--- config.mk ---
export PLATFORM = sky130hd
export DESIGN_NAME = payload_match_collector_flat
export DESIGN_NICKNAME = d
export VERILOG_FILES = /design/src/rtl/payload_match_collector_if.sv /design/src/rtl/payload_match_collector.sv /design/src/flat_wrapper.sv
export SDC_FILE = /design/constraint.sdc
export NUM_CORES = 1
export LEC_CHECK = 0
export ABC_CLOCK_PERIOD_IN_PS = 4140
export CELL_PAD_IN_SITES_DETAIL_PLACEMENT = 1
export CELL_PAD_IN_SITES_GLOBAL_PLACEMENT = 1
export CORE_MARGIN = 3
export CORE_UTILIZATION = 45
export CTS_CLUSTER_SIZE = 20
export DETAILED_ROUTE_END_ITERATION = 8
export HOLD_SLACK_MARGIN = 0.1
export PLACE_DENSITY = 0.86
export REMOVE_ABC_BUFFERS = 1
export SLEW_MARGIN = 0
export SYNTH_ARGS = -nofsm -noshare
export SYNTH_HDL_FRONTEND = slang
export SYNTH_SLANG_ARGS = --single-unit
--- constraint.sdc ---
create_clock -name clk -period 4.14 [get_ports clk]
set_clock_uncertainty 0.2 [all_clocks]
set_input_delay 0.414 -clock clk [delete_from_list [all_inputs] [get_ports clk]]
set_output_delay 0.414 -clock clk [all_outputs]
set_load 0.01 [all_outputs]
--- src/rtl/payload_match_collector_if.sv ---
// rtl/payload_match_collector_if.sv - report beat stream between the match collector and its consumer
interface payload_match_collector_if #(
  parameter int ID_W = 4
);
  logic            id_valid;
  logic            id_ready;
  logic [ID_W-1:0] id_out;
  logic            id_last;
  logic            id_none;

  modport master (
    output id_valid,
    output id_out,
    output id_last,
    output id_none,
    input  id_ready
  );

  modport slave (
    input  id_valid,
    input  id_out,
    input  id_last,
    input  id_none,
    output id_ready
  );
endinterface

--- src/rtl/payload_match_collector.sv ---
// rtl/payload_match_collector.sv - collects sticky engine match bits per packet and reports matched engine indices
module payload_match_collector #(
  parameter int NUM_ENGINES = 16,
  parameter int ID_W        = 4   // must equal $clog2(NUM_ENGINES)
) (
  input  logic                   clk,
  input  logic                   rst,
  input  logic                   sod,
  input  logic                   en,
  input  logic                   eod,
  input  logic [NUM_ENGINES-1:0] match_in,
  payload_match_collector_if.master rpt,
  output logic                   overrun,
  output logic                   busy
);

  typedef enum logic {
    S_IDLE   = 1'b0,
    S_REPORT = 1'b1
  } state_t;

  state_t                 state_q, state_d;
  logic [NUM_ENGINES-1:0] live_q, live_d;
  logic [NUM_ENGINES-1:0] snap_q, snap_d;
  logic                   id_valid_q;
  logic [ID_W-1:0]        id_out_q;
  logic                   id_last_q;
  logic                   id_none_q;
  logic                   overrun_q;
  logic                   handshake;

  // Engine outputs are already sticky, so the enable plays no part in collection.
  logic unused_en;
  assign unused_en = en;

  // Lowest set index wins; scanning downward leaves the smallest match as the result.
  function automatic logic [ID_W-1:0] lowest_idx(input logic [NUM_ENGINES-1:0] v);
    lowest_idx = '0;
    for (int i = NUM_ENGINES - 1; i >= 0; i--) begin
      if (v[i]) lowest_idx = ID_W'(i);
    end
  endfunction

  // True when at most one bit is set: clearing the lowest set bit leaves nothing.
  function automatic logic at_most_one(input logic [NUM_ENGINES-1:0] v);
    at_most_one = ((v & (v - NUM_ENGINES'(1))) == '0);
  endfunction

  assign handshake = id_valid_q & rpt.id_ready;

  // Next-state: snapshot on eod in IDLE, retire one beat per handshake in REPORT.
  always_comb begin
    state_d = state_q;
    snap_d  = snap_q;
    case (state_q)
      S_IDLE: begin
        if (eod) begin
          snap_d  = live_q | match_in;
          state_d = S_REPORT;
        end
      end
      S_REPORT: begin
        if (handshake) begin
          snap_d = snap_q & (snap_q - NUM_ENGINES'(1));
          if (at_most_one(snap_q)) state_d = S_IDLE;
        end
      end
      default: state_d = S_IDLE;
    endcase
    // eod closes the old packet before sod clears it, so either one empties the live vector.
    live_d = (sod || eod) ? '0 : (live_q | match_in);
  end

  // State and registered report outputs, computed from the next snapshot so they hold while stalled.
  always_ff @(posedge clk or posedge rst) begin
    if (rst) begin
      state_q    <= S_IDLE;
      live_q     <= '0;
      snap_q     <= '0;
      id_valid_q <= 1'b0;
      id_out_q   <= '0;
      id_last_q  <= 1'b0;
      id_none_q  <= 1'b0;
      overrun_q  <= 1'b0;
    end else begin
      state_q    <= state_d;
      live_q     <= live_d;
      snap_q     <= snap_d;
      id_valid_q <= (state_d == S_REPORT);
      id_out_q   <= (state_d == S_REPORT) ? lowest_idx(snap_d) : '0;
      id_last_q  <= (state_d == S_REPORT) && at_most_one(snap_d);
      id_none_q  <= (state_d == S_REPORT) && (snap_d == '0);
      overrun_q  <= (state_q == S_REPORT) && eod;
    end
  end

  assign rpt.id_valid = id_valid_q;
  assign rpt.id_out   = id_out_q;
  assign rpt.id_last  = id_last_q;
  assign rpt.id_none  = id_none_q;
  assign overrun      = overrun_q;
  assign busy         = (state_q == S_REPORT);

endmodule

--- src/flat_wrapper.sv ---
// flat-port wrapper written by rule: the top's interface ports become plain ports
module payload_match_collector_flat 
#(
  parameter int NUM_ENGINES = 16,
  parameter int ID_W        = 4                                    
)
  (clk, rst, sod, en, eod, match_in, overrun, busy, rpt_id_valid, rpt_id_out, rpt_id_last, rpt_id_none, rpt_id_ready);
  payload_match_collector_if #(.ID_W(ID_W)) rpt_i ();
  input  logic clk;
  input  logic rst;
  input  logic sod;
  input  logic en;
  input  logic eod;
  input  logic [NUM_ENGINES-1:0] match_in;
  output logic overrun;
  output logic busy;
  output wire logic [$bits(rpt_i.id_valid)-1:0] rpt_id_valid;
  output wire logic [$bits(rpt_i.id_out)-1:0] rpt_id_out;
  output wire logic [$bits(rpt_i.id_last)-1:0] rpt_id_last;
  output wire logic [$bits(rpt_i.id_none)-1:0] rpt_id_none;
  input wire logic [$bits(rpt_i.id_ready)-1:0] rpt_id_ready;
  assign rpt_id_valid = rpt_i.id_valid;
  assign rpt_id_out = rpt_i.id_out;
  assign rpt_id_last = rpt_i.id_last;
  assign rpt_id_none = rpt_i.id_none;
  assign rpt_i.id_ready = rpt_id_ready;
  payload_match_collector #(.NUM_ENGINES(NUM_ENGINES), .ID_W(ID_W)) u_core (.clk(clk), .rst(rst), .sod(sod), .en(en), .eod(eod), .match_in(match_in), .rpt(rpt_i), .overrun(overrun), .busy(busy));
endmodule
==> metrics.yaml <==
cells_and_area:
  n_antenna_cell: 0
  drive_above_1_share_pct: 11.2
  fillCellCount: 527
  areaGrowthSynthToFinish_pct: 20.1
  final_nets: 272
drt:
  vias: 1822
  firstDrtPassIters: 4
  viasPerCell: 6.01
  routed_wl_mm: 5.60
  ant_nets: 0
  wire_per_inst_um: 18.5
  drtIter0Drc: 131
  drc_errors: 0
synthesis:
  synthFlopType: "dfrtp_1"
  ys_ff_latch: 40
  yosys.cell_types.count: 54
  postSynth.asyncResetShare_pct: 100
  syn_area_per_cell_um2: 9.69
  yosys_warnings: 0
  synth.largest_area_cell: "dfrtp_1"
  synth_edf_count: 0
  synth.area.top_cells: "dfrtp_1, nor2_1, nor3_1, maj3_1, o21ai_0"
  synth.top_cell.area_share_pct: 47.4
  netlist_instances: 218
  synth_area_um2: 2110
  ys_seq_area_share_pct: 47.4
timing:
  rsz0062_at_grt: "false"
  tightest_slew_ns: 0.815
  fin_crit_sh_pct: 79.9
  whs_ns: 0.290
  fmax_ghz: 0.302
  min_period_ns: 3.31
  maxSlewHeadroom_pct: 45.7
  hold_viol: 0
  final_max_slew_viol_count: 0
  setup_viol: 0
  fin_setup_tns_ns: 0
setup_path:
  path_max_fanout: 7
  cp-end-kind: "flip-flop"
  critPathLaunch: "rpt_id_ready"
  reg2reg_slack_ns: 0.92
  crit_family: "simple AND/OR/NAND/NOR gates"
  cpPeakStageDelay_ns: 0.59
  start_kind: "input pin"
  cp_slowest_cell: "or4bb_4"
  r2r_start: "u_core.busy"
  critPathKind: "in2reg"
  rr_endpoint: "u_core.rpt.id_last"
  path_cells: "clkdlybuf4s50_1 -> or4bb_4 -> nor3_4 -> a211oi_1 -> buf_4 -> nor4_4 -> nand3_2 -> a2111oi_4 -> a21oi_2 -> a2111oi_2"
  worstPathRequired_ns: 4.13
  reg2regPathDepth: 9
  path_buf_inv: 2
  critical_path_arrival_ns: 3.29
worst_hold_path:
  hp-class: "reg2reg"
  min-delay-start: "u_core.live_q[15]"
  hold-path-cell-count: 2
  holdPathEnd: "u_core.live_q[15]"
clocking:
  hold_buffers: 0
  clk_pin_slew_ns: 0.07
  cts_resized: 0
  root_buffer: "clkbuf_8"
  h-tree-depth: 2
  cts_tree: "yes"
  numCtsBuffers: 5
  ctsLongestPathBuffers: 2
  clock_sinks: 40
  clk-insertion-delay-late_ns: 0.29
  postCtsSetupBuffers: 0
global_routing:
  grt_first_pass_wirelength_mm: 9.20
  grt_use_total_pct: 21.9
  overflow: 0
  grt_pass1_vias: 1913
  grt_max_degree: 41
  antenna_found_initial: 0
die:
  dieHeight_um: 74.5
  start_util_pct: 47.6
  dieArea_um2: 5550
  rows: 24
  io_pins: 31
  die_w_um: 74.5
  core_area_um2: 4440
place:
  hpwl_mm: 4.05
  io_buffers: 29
  routabilityCongestion: 0.863
power_and_ir_drop:
  peakVddDrop_mv: 0.386
  p_total_w: 0.00198
  total_leakage_power_nw: 1.09
  power-per-cell-area_nw_per_um2: 779
outcome:
  status: "finished clean"
flow_run:
  max_cap_violations: 0
worst reg2reg max path, cell delays in order, from the launching register on:
cell and delay [ns]:
dfrtp_1 0.60, or4bb_4 0.55, nor3_4 0.25, a211oi_1 0.10, buf_4 0.19, nor4_4 0.28, nand3_2 0.19, a2111oi_4 0.34
a21oi_2 0.06, a2111oi_2 0.35
registers in the layout, summed over array words and instances, names as in the netlist:
signal and count:
u_core.snap_q 16, u_core.rpt.id_none 1, u_core.rpt.id_out 4, u_core.rpt.id_last 1, u_core.overrun 1, u_core.live_q 16
u_core.busy 1
Yosys cell counts, types with 5 or more instances:
master and number:
nand2_1 11, dfrtp_1 40, a21oi_1 5, buf_4 5
maj3_1 5, o21ai_0 9, nor2_1 44, a211oi_1 5
nor3_1 11, inv_1 9
worst max-delay path by stage:
stage	end	slack, ns	cells after the start
finish	u_core.rpt.id_last	0.83	10
global route	u_core.rpt.id_out[1]	0.63	9
CTS	u_core.rpt.id_last	0.83	10
detailed placement	u_core.rpt.id_last	0.56	9
global placement	u_core.rpt.id_last	0.59	10
floorplan	u_core.rpt.id_last	0.84	8
power by group:
group | total, W | leakage (nW) | switching (W) | internal (W)
registers | 0.000609 | 0.521 | 0.000114 | 0.000495
logic | 0.00110 | 0.527 | 0.000636 | 0.000469
clock network | 0.000264 | 0.0455 | 0.000128 | 0.000136
through the flow:
step | std cells | area (um2) | setup slack, ns | utilization, %
final | 303 | 2540 | 0.834 | 57.1
after global routing | 303 | 2540 | 0.633 | 57.1
after CTS | 303 | 2540 | 0.831 | 57.1
after detailed placement | 295 | 2450 | 0.563 | 55.1
after global placement | 295 | 2450 | 0.592 | 55.1
after floorplan | 210 | 2060 | 0.840 | -
kinds of logic after synthesis:
kind of cell	Yosys count	synth area share [%]
AND/OR/NAND/NOR	104	26.2
AO/OA/AOI/OAI	49	18.7
flip-flops	40	47.4
buffers and inverters	17	3.97
adder cells (fa/ha/maj)	5	2.37
multiplexers	3	1.48
final cells by class:
class,count,area [um2],area share [%]
repair buffers,33,320,12.6
clock buffers,8,90.1,3.55
flip-flops and latches,40,1000,39.4
inverters,9,33.8,1.33
well taps,52,65.1,2.56
multi-input cells,161,1030,40.5
routing by layer:
layer | part of all wire (%) | routed length (um) | GRT usage, %
met4 | 1.1 | 62 | 5.53
met3 | 2.8 | 156 | 3.78
met5 | 0 | 0 | 0
met1 | 47 | 2660 | 29.3
met2 | 49 | 2720 | 36.9
cells in the final DEF, fill, tap and decap left out, drive strengths merged, types with 4 or more instances in the layout:
cell and n:
nor2 44, dfrtp 40, clkdlybuf4s50 29, nor3 12
nand2 11, o21ai 10, inv 9, clkbuf 8
a211oi 6, a21oi 6, maj3 5, or2 5
nor4 5, nand3 5, a2111oi 5, o22ai 4
buf 4
(Power assumes the default switching activity.)
